File: config.mk
export PLATFORM = sky130hd
export DESIGN_NAME = tile_loop_ctrl
export DESIGN_NICKNAME = d
export VERILOG_FILES = /design/src/rtl/tile_pkg.sv /design/src/rtl/tile_edge_len.sv /design/src/rtl/tile_loop_ctrl.sv
export SDC_FILE = /design/constraint.sdc
export NUM_CORES = 1
export LEC_CHECK = 0
export CORE_UTILIZATION = 50
export DETAILED_ROUTE_END_ITERATION = 8
export DONT_BUFFER_PORTS = 1
export PLACE_DENSITY_LB_ADDON = 0.05
export SLEW_MARGIN = 20
export SYNTH_ARGS = -nofsm -noshare
export SYNTH_HDL_FRONTEND = slang
export SYNTH_SLANG_ARGS = --single-unit
File: constraint.sdc
create_clock -name clk -period 16.7 [get_ports clk]
set_clock_uncertainty 0.05 [all_clocks]
set_input_delay 2.505 -clock clk [delete_from_list [all_inputs] [get_ports clk]]
set_output_delay 2.505 -clock clk [all_outputs]
set_load 0.02 [all_outputs]
File: src/rtl/tile_pkg.sv
`default_nettype none
//------------------------------------------------------------------------------
// Module  : tile_pkg (package) + layer-type define header
// Purpose : Shared layer-type encodings, controller state enum and the
//           illegal-configuration check used by tile_loop_ctrl and its users.
// Contents: `TILE_LT_* defines, LT_* localparams, state_e, cfg_illegal().
// Revision: 1.0 - initial release
//------------------------------------------------------------------------------
`ifndef TILE_DEFS_SVH
`define TILE_DEFS_SVH
`define TILE_LT_POINTWISE 2'd0
`define TILE_LT_DEPTHWISE 2'd1
`define TILE_LT_STANDARD  2'd2
`endif

package tile_pkg;

  localparam logic [1:0] LT_POINTWISE = `TILE_LT_POINTWISE;
  localparam logic [1:0] LT_DEPTHWISE = `TILE_LT_DEPTHWISE;
  localparam logic [1:0] LT_STANDARD  = `TILE_LT_STANDARD;

  typedef enum logic [1:0] {
    ST_IDLE  = 2'd0,
    ST_ISSUE = 2'd1,
    ST_WAIT  = 2'd2,
    ST_DONE  = 2'd3
  } state_e;

  // zero_flags carries one bit per dimension that must be non-zero.
  function automatic logic cfg_illegal(input logic [1:0] lt,
                                       input logic [5:0] zero_flags);
    logic lt_ok;
    lt_ok = (lt == LT_POINTWISE) || (lt == LT_DEPTHWISE) || (lt == LT_STANDARD);
    return (|zero_flags) || !lt_ok;
  endfunction

endpackage

`default_nettype wire

File: src/rtl/tile_edge_len.sv
`default_nettype none
//------------------------------------------------------------------------------
// Module  : tile_edge_len
// Purpose : Extent of a tile starting at base_i: min(tile_i, total_i-base_i).
//           The base+tile sum is formed one bit wider so it cannot wrap.
// Ports   : tile_i  - nominal tile size
//           total_i - loop extent
//           base_i  - tile origin
//           len_o   - clipped tile length (0 if base_i >= total_i)
// Revision: 1.0 - initial release
//------------------------------------------------------------------------------
module tile_edge_len #(
  parameter int W = 7
) (
  input  logic [W-1:0] tile_i,
  input  logic [W-1:0] total_i,
  input  logic [W-1:0] base_i,
  output logic [W-1:0] len_o
);

  logic [W:0] end_w;

  assign end_w = {1'b0, base_i} + {1'b0, tile_i};

  always_comb begin
    if (base_i >= total_i) begin
      len_o = '0;
    end else if (end_w > {1'b0, total_i}) begin
      len_o = total_i - base_i;
    end else begin
      len_o = tile_i;
    end
  end

endmodule

`default_nettype wire

File: src/rtl/tile_loop_ctrl.sv
`default_nettype none
//------------------------------------------------------------------------------
// Module  : tile_loop_ctrl
// Purpose : Walks a layer as a 3-deep tile loop (n outer, k middle, d inner)
//           and hands one registered descriptor per tile to the datapath with
//           a valid/ready handshake, waiting for tile_done between tiles.
// Ports   : clk, rst_n (sync, active-low)
//           start, layer_type, in_C, out_C, tile_D, tile_K, tile_n, num_n
//           tile_ready, tile_done           - datapath handshake
//           busy, tile_valid, d_base, k_base, d_len, k_len, n_base, n_len,
//           first_d, last_d, layer_done, cfg_err
// Revision: 1.0 - initial release
//------------------------------------------------------------------------------
module tile_loop_ctrl
  import tile_pkg::*;
#(
  parameter int DIM_W = 7,
  parameter int CNT_W = 32
) (
  input  logic             clk,
  input  logic             rst_n,
  input  logic             start,
  input  logic [1:0]       layer_type,
  input  logic [DIM_W-1:0] in_C,
  input  logic [DIM_W-1:0] out_C,
  input  logic [DIM_W-1:0] tile_D,
  input  logic [DIM_W-1:0] tile_K,
  input  logic [CNT_W-1:0] tile_n,
  input  logic [CNT_W-1:0] num_n,
  input  logic             tile_ready,
  input  logic             tile_done,
  output logic             busy,
  output logic             tile_valid,
  output logic [DIM_W-1:0] d_base,
  output logic [DIM_W-1:0] k_base,
  output logic [DIM_W-1:0] d_len,
  output logic [DIM_W-1:0] k_len,
  output logic [CNT_W-1:0] n_base,
  output logic [CNT_W-1:0] n_len,
  output logic             first_d,
  output logic             last_d,
  output logic             layer_done,
  output logic             cfg_err
);

  state_e state_q, state_d;

  // Latched layer configuration
  logic [1:0]       lt_q, lt_d;
  logic [DIM_W-1:0] in_c_q, in_c_d, out_c_q, out_c_d;
  logic [DIM_W-1:0] t_d_q, t_d_d, t_k_q, t_k_d;
  logic [CNT_W-1:0] t_n_q, t_n_d, num_n_q, num_n_d;

  // Loop counters; d_base_q and n_base_q double as descriptor outputs.
  // k_cnt_q is the real k counter, k_base_q is the presented value (which
  // mirrors d for depthwise layers).
  logic [DIM_W-1:0] d_base_q, d_base_d;
  logic [DIM_W-1:0] k_cnt_q, k_cnt_d;
  logic [CNT_W-1:0] n_base_q, n_base_d;

  // Registered descriptor fields
  logic [DIM_W-1:0] k_base_q, d_len_q, k_len_q;
  logic [CNT_W-1:0] n_len_q;
  logic             first_d_q, last_d_q;
  logic             cfg_err_q, cfg_err_d;
  logic             desc_load;

  // Next-descriptor values derived from next-state counters
  logic [DIM_W-1:0] d_len_nx, k_len_cnt_nx;
  logic [CNT_W-1:0] n_len_nx;
  logic [DIM_W-1:0] k_base_nx, k_len_nx;
  logic             first_nx, last_nx, is_dw_nx;

  // Loop-end detection on the tile currently presented
  logic is_dw_q, d_wrap, k_wrap, n_wrap;

  assign is_dw_q = (lt_q == LT_DEPTHWISE);
  assign d_wrap  = ({1'b0, d_base_q} + {1'b0, d_len_q}) >= {1'b0, in_c_q};
  assign k_wrap  = is_dw_q ||
                   (({1'b0, k_cnt_q} + {1'b0, k_len_q}) >= {1'b0, out_c_q});
  assign n_wrap  = ({1'b0, n_base_q} + {1'b0, n_len_q}) >= {1'b0, num_n_q};

  always_comb begin
    state_d   = state_q;
    lt_d      = lt_q;
    in_c_d    = in_c_q;
    out_c_d   = out_c_q;
    t_d_d     = t_d_q;
    t_k_d     = t_k_q;
    t_n_d     = t_n_q;
    num_n_d   = num_n_q;
    d_base_d  = d_base_q;
    k_cnt_d   = k_cnt_q;
    n_base_d  = n_base_q;
    cfg_err_d = 1'b0;
    desc_load = 1'b0;

    case (state_q)
      ST_IDLE: begin
        if (start) begin
          if (cfg_illegal(layer_type, {in_C == '0, out_C == '0, tile_D == '0,
                                       tile_K == '0, tile_n == '0, num_n == '0})) begin
            cfg_err_d = 1'b1;
          end else begin
            lt_d      = layer_type;
            in_c_d    = in_C;
            out_c_d   = out_C;
            t_d_d     = tile_D;
            t_k_d     = tile_K;
            t_n_d     = tile_n;
            num_n_d   = num_n;
            d_base_d  = '0;
            k_cnt_d   = '0;
            n_base_d  = '0;
            desc_load = 1'b1;
            state_d   = ST_ISSUE;
          end
        end
      end

      ST_ISSUE: begin
        if (tile_ready) begin
          state_d = ST_WAIT;
        end
      end

      ST_WAIT: begin
        if (tile_done) begin
          state_d   = ST_ISSUE;
          desc_load = 1'b1;
          if (!d_wrap) begin
            d_base_d = d_base_q + t_d_q;
          end else begin
            d_base_d = '0;
            if (!k_wrap) begin
              k_cnt_d = k_cnt_q + t_k_q;
            end else begin
              k_cnt_d = '0;
              if (n_wrap) begin
                // Final tile: leave the last descriptor on the outputs.
                state_d   = ST_DONE;
                desc_load = 1'b0;
              end else begin
                n_base_d = n_base_q + t_n_q;
              end
            end
          end
        end
      end

      ST_DONE: begin
        state_d = ST_IDLE;
      end

      default: begin
        state_d = ST_IDLE;
      end
    endcase
  end

  tile_edge_len #(.W(DIM_W)) u_len_d (
    .tile_i  (t_d_d),
    .total_i (in_c_d),
    .base_i  (d_base_d),
    .len_o   (d_len_nx)
  );

  tile_edge_len #(.W(DIM_W)) u_len_k (
    .tile_i  (t_k_d),
    .total_i (out_c_d),
    .base_i  (k_cnt_d),
    .len_o   (k_len_cnt_nx)
  );

  tile_edge_len #(.W(CNT_W)) u_len_n (
    .tile_i  (t_n_d),
    .total_i (num_n_d),
    .base_i  (n_base_d),
    .len_o   (n_len_nx)
  );

  // Depthwise collapses k onto d and marks every tile as a complete group.
  always_comb begin
    is_dw_nx  = (lt_d == LT_DEPTHWISE);
    k_base_nx = is_dw_nx ? d_base_d : k_cnt_d;
    k_len_nx  = is_dw_nx ? d_len_nx : k_len_cnt_nx;
    first_nx  = is_dw_nx || (d_base_d == '0);
    last_nx   = is_dw_nx ||
                (({1'b0, d_base_d} + {1'b0, d_len_nx}) == {1'b0, in_c_d});
  end

  always_ff @(posedge clk) begin
    if (!rst_n) begin
      state_q   <= ST_IDLE;
      lt_q      <= '0;
      in_c_q    <= '0;
      out_c_q   <= '0;
      t_d_q     <= '0;
      t_k_q     <= '0;
      t_n_q     <= '0;
      num_n_q   <= '0;
      d_base_q  <= '0;
      k_cnt_q   <= '0;
      n_base_q  <= '0;
      k_base_q  <= '0;
      d_len_q   <= '0;
      k_len_q   <= '0;
      n_len_q   <= '0;
      first_d_q <= 1'b0;
      last_d_q  <= 1'b0;
      cfg_err_q <= 1'b0;
    end else begin
      state_q   <= state_d;
      lt_q      <= lt_d;
      in_c_q    <= in_c_d;
      out_c_q   <= out_c_d;
      t_d_q     <= t_d_d;
      t_k_q     <= t_k_d;
      t_n_q     <= t_n_d;
      num_n_q   <= num_n_d;
      cfg_err_q <= cfg_err_d;
      if (desc_load) begin
        d_base_q  <= d_base_d;
        k_cnt_q   <= k_cnt_d;
        n_base_q  <= n_base_d;
        k_base_q  <= k_base_nx;
        d_len_q   <= d_len_nx;
        k_len_q   <= k_len_nx;
        n_len_q   <= n_len_nx;
        first_d_q <= first_nx;
        last_d_q  <= last_nx;
      end
    end
  end

  assign busy       = (state_q != ST_IDLE);
  assign tile_valid = (state_q == ST_ISSUE);
  assign layer_done = (state_q == ST_DONE);
  assign cfg_err    = cfg_err_q;
  assign d_base     = d_base_q;
  assign k_base     = k_base_q;
  assign d_len      = d_len_q;
  assign k_len      = k_len_q;
  assign n_base     = n_base_q;
  assign n_len      = n_len_q;
  assign first_d    = first_d_q;
  assign last_d     = last_d_q;

endmodule

`default_nettype wire

==> impl_metrics.toml <==
[grt]
grt_usage = 0.329
globalRouteOverflowTotal = 0
grt_max_degree = 62
grt_pass1_wl_um = 96100
antenna_found_initial = 0
grt_pass1_vias = 16600

[synth]
syn-cell-area_um2 = 18800
synth_top_family_by_area = "compound AO/OA/AOI/OAI gates"
yosys.area_share.simple = 0.159
synth_common_cells = "280 x ha_1, 222 x inv_1, 202 x a21oi_1"
yosysTopAreaCell = "dfxtp_1"
ys_warn_count = 0
synthAdderAreaFrac = 0.201
synth_xor_area_frac = 0.0729
synth_area_per_cell_um2 = 8.02
synth_compound_area_frac = 0.236
synth_nets = 2729
yosysUniqueCellTypes = 82
yosysMostFrequentCell = "ha_1"
async_reset_ff_frac = 0
synthesis.instances = 2337
yosysSeqAreaShare = 0.211
synth-seq-cells = 198
synth_top_area_frac = 0.211
synth_ff_type = "dfxtp_1"
synth.area.top_cells = "dfxtp_1 21%, ha_1 19%, a21oi_1 5.4%"
synth_edf_count = 0
synth_mux_area_frac = 0.0602

[routing]
via_per_inst = 6.19
highest_layer = "met4"
wl_met3_um = 4300
routedWlPerCell_um = 22.8
detail-route-antenna-nets = 0
drt-pass1-iter-count = 6
met1_length_um = 26800
routed_wl_um = 63500
drt_iter0_markers = 1323
num_vias = 17200
route.met2.wl_um = 30200
drc = 0

[cts]
cts.clk_slew.worst_paths_ps = 90
hold_buffers = 0
cts_resized = 0
clock-root-buffer = "clkbuf_16"
clock_sinks = 198
clk_latency_ps = 480
clockBufferDepth = 2
cts_tree = "done"
postCtsSetupBuffers = 0
htree_levels = 4
cts-buffers-inserted = 17

[worst_setup_path]
critPathMaxStageDelay_ps = 910
slowest_stage = "a2111oi_0"
timing.rr.start = "n_base[1]"
r2r_end = "n_len[30]"
critical_path_buf_inv_count = 3
critPathKind = "reg -> reg"
rr_worst_depth = 42
worstPathMaxFanout = 37
reg2reg_slack_ps = 3830
cp-start-kind = "flip-flop"
cpMostUsedCell = "a21oi_1"
required_ps = 16990
path_delay_family = "compound AO/OA/AOI/OAI gates"
worstPathArrival_ps = 13160
end_kind = "flip-flop"

[status]
outcome = "finished clean"

[place]
placedInstanceArea_um2 = 19200
place_ws_ps = 4160
port_buffers = 0
place_hpwl_um = 51000
gp_congestion = 0.996

[sta]
setup_viol = 0
finalCriticalPeriod_ps = 12870
worst_pin_slew_ps = 1140
hold_viol = 0
period_share = 0.771
worst_slack_ps = 3830
fmax_ghz = 0.0777
holdWs_ps = 420
rsz0062_at_grt = "no"
slew_headroom = 0.239
slew_violations = 0
setup_tns_ps = 0

[die]
rows = 70
fp.dieW_um = 196
io_pins = 197
initial_core_util = 0.510
core-area_um2 = 36800
dieArea_um2 = 38300
die_h_um = 196

[finish]
fin_util = 0.538
num-fill-cells = 3616
area_growth_pct = 5.57
finish.instance_area_um2 = 19800
antenna_cells = 0
drive_above_1_share = 0.0393
seqCellArea_um2 = 3960
layout.nets = 2696
multi_input_area_um2 = 13700

[min_path]
min_to = "lt_q[1]"
min_path_type = "reg -> reg"
min_from = "lt_q[1]"
hold_depth = 2

[power_and_ir_drop]
p_per_area_nw_per_um2 = 82.9
power_leakage_nw = 9.98
ir_drop_v = 0.0000726

[run]
max_cap_viol_count = 0
through the flow:
step                total power (W)  cells
finish                      0.00164   2785
CTS                         0.00164   2785
global placement            0.00120   2753
detailed placement          0.00121   2753
global route                0.00173   2785
floorplan                   0.00103   2337
worst max path at each step:
stage                     depth (start not counted)       from        end  slack (ps)
final                                            42  n_base[1]  n_len[30]        3830
after global routing                             42  n_base[1]  n_len[25]        2920
after CTS                                        42  n_base[1]  n_len[25]        4050
after detailed placement                         42  n_base[1]  n_len[25]        4160
after global placement                           42  n_base[1]  n_len[11]        4350
after floorplan                                  42  n_base[1]  n_len[10]        6720
worst register-to-register path: cells and delay by family (launching register included):
family / cells / cell delay (ps)
buffers and inverters: 3 / 1220
and+or+nand+nor: 9 / 2290
AOI/OAI and AO/OA: 25 / 7600
xor gates and xnor gates: 1 / 100
DFF: 1 / 590
adders and majority gates: 4 / 880
routing by layer:
layer	GRT usage	vias up
li1	-	8318
met1	0.401	8241
met2	0.566	562
met3	0.0669	114
met4	0.131	0
met5	0	-
state kept, by name, summed over array words and instances (netlist names), 32 cells and up:
signal   flops
t_n_q       32
n_len       32
num_n_q     32
n_base      32
power breakdown:
group / switching [W] / internal [W] / total (W)
sequential: 0.0000452 / 0.000502 / 0.000547
clock: 0.000230 / 0.000205 / 0.000435
combinational: 0.000400 / 0.000260 / 0.000660
total: 0.000675 / 0.000967 / 0.00164
cell families after synthesis:
family / count (synthesis)
DFF: 198
buffers and inverters: 289
AOI/OAI and AO/OA: 659
muxes: 111
and+or+nand+nor: 631
adders and majority gates: 293
xor gates and xnor gates: 156
area by class of cell:
class / count / share of cell area
Clock buffer: 18 / 0.0222
Clock inverter: 14 / 0.00752
Inverter: 222 / 0.0422
Timing Repair Buffer: 15 / 0.00569
Tap cell: 468 / 0.0296
Multi-Input combinational cell: 1850 / 0.693
Sequential cell: 198 / 0.200
cells in the final DEF (no fill, tap or decap), drive strengths merged, types with 25 or more instances in the layout:
master | Yosys | layout
o21ai | 99 | 99
nand2 | 189 | 189
a22oi | 25 | 25
ha | 280 | 280
dfxtp | 198 | 198
xnor2 | 104 | 104
xor2 | 52 | 52
inv | 222 | 231
a21o | 94 | 94
nor3 | 28 | 28
nor2 | 186 | 186
mux2i | 97 | 97
a22o | 25 | 25
nand3 | 31 | 31
o21bai | 37 | 37
nand4 | 34 | 34
a21oi | 203 | 203
and2 | 52 | 52
(Power assumes the default switching activity.)
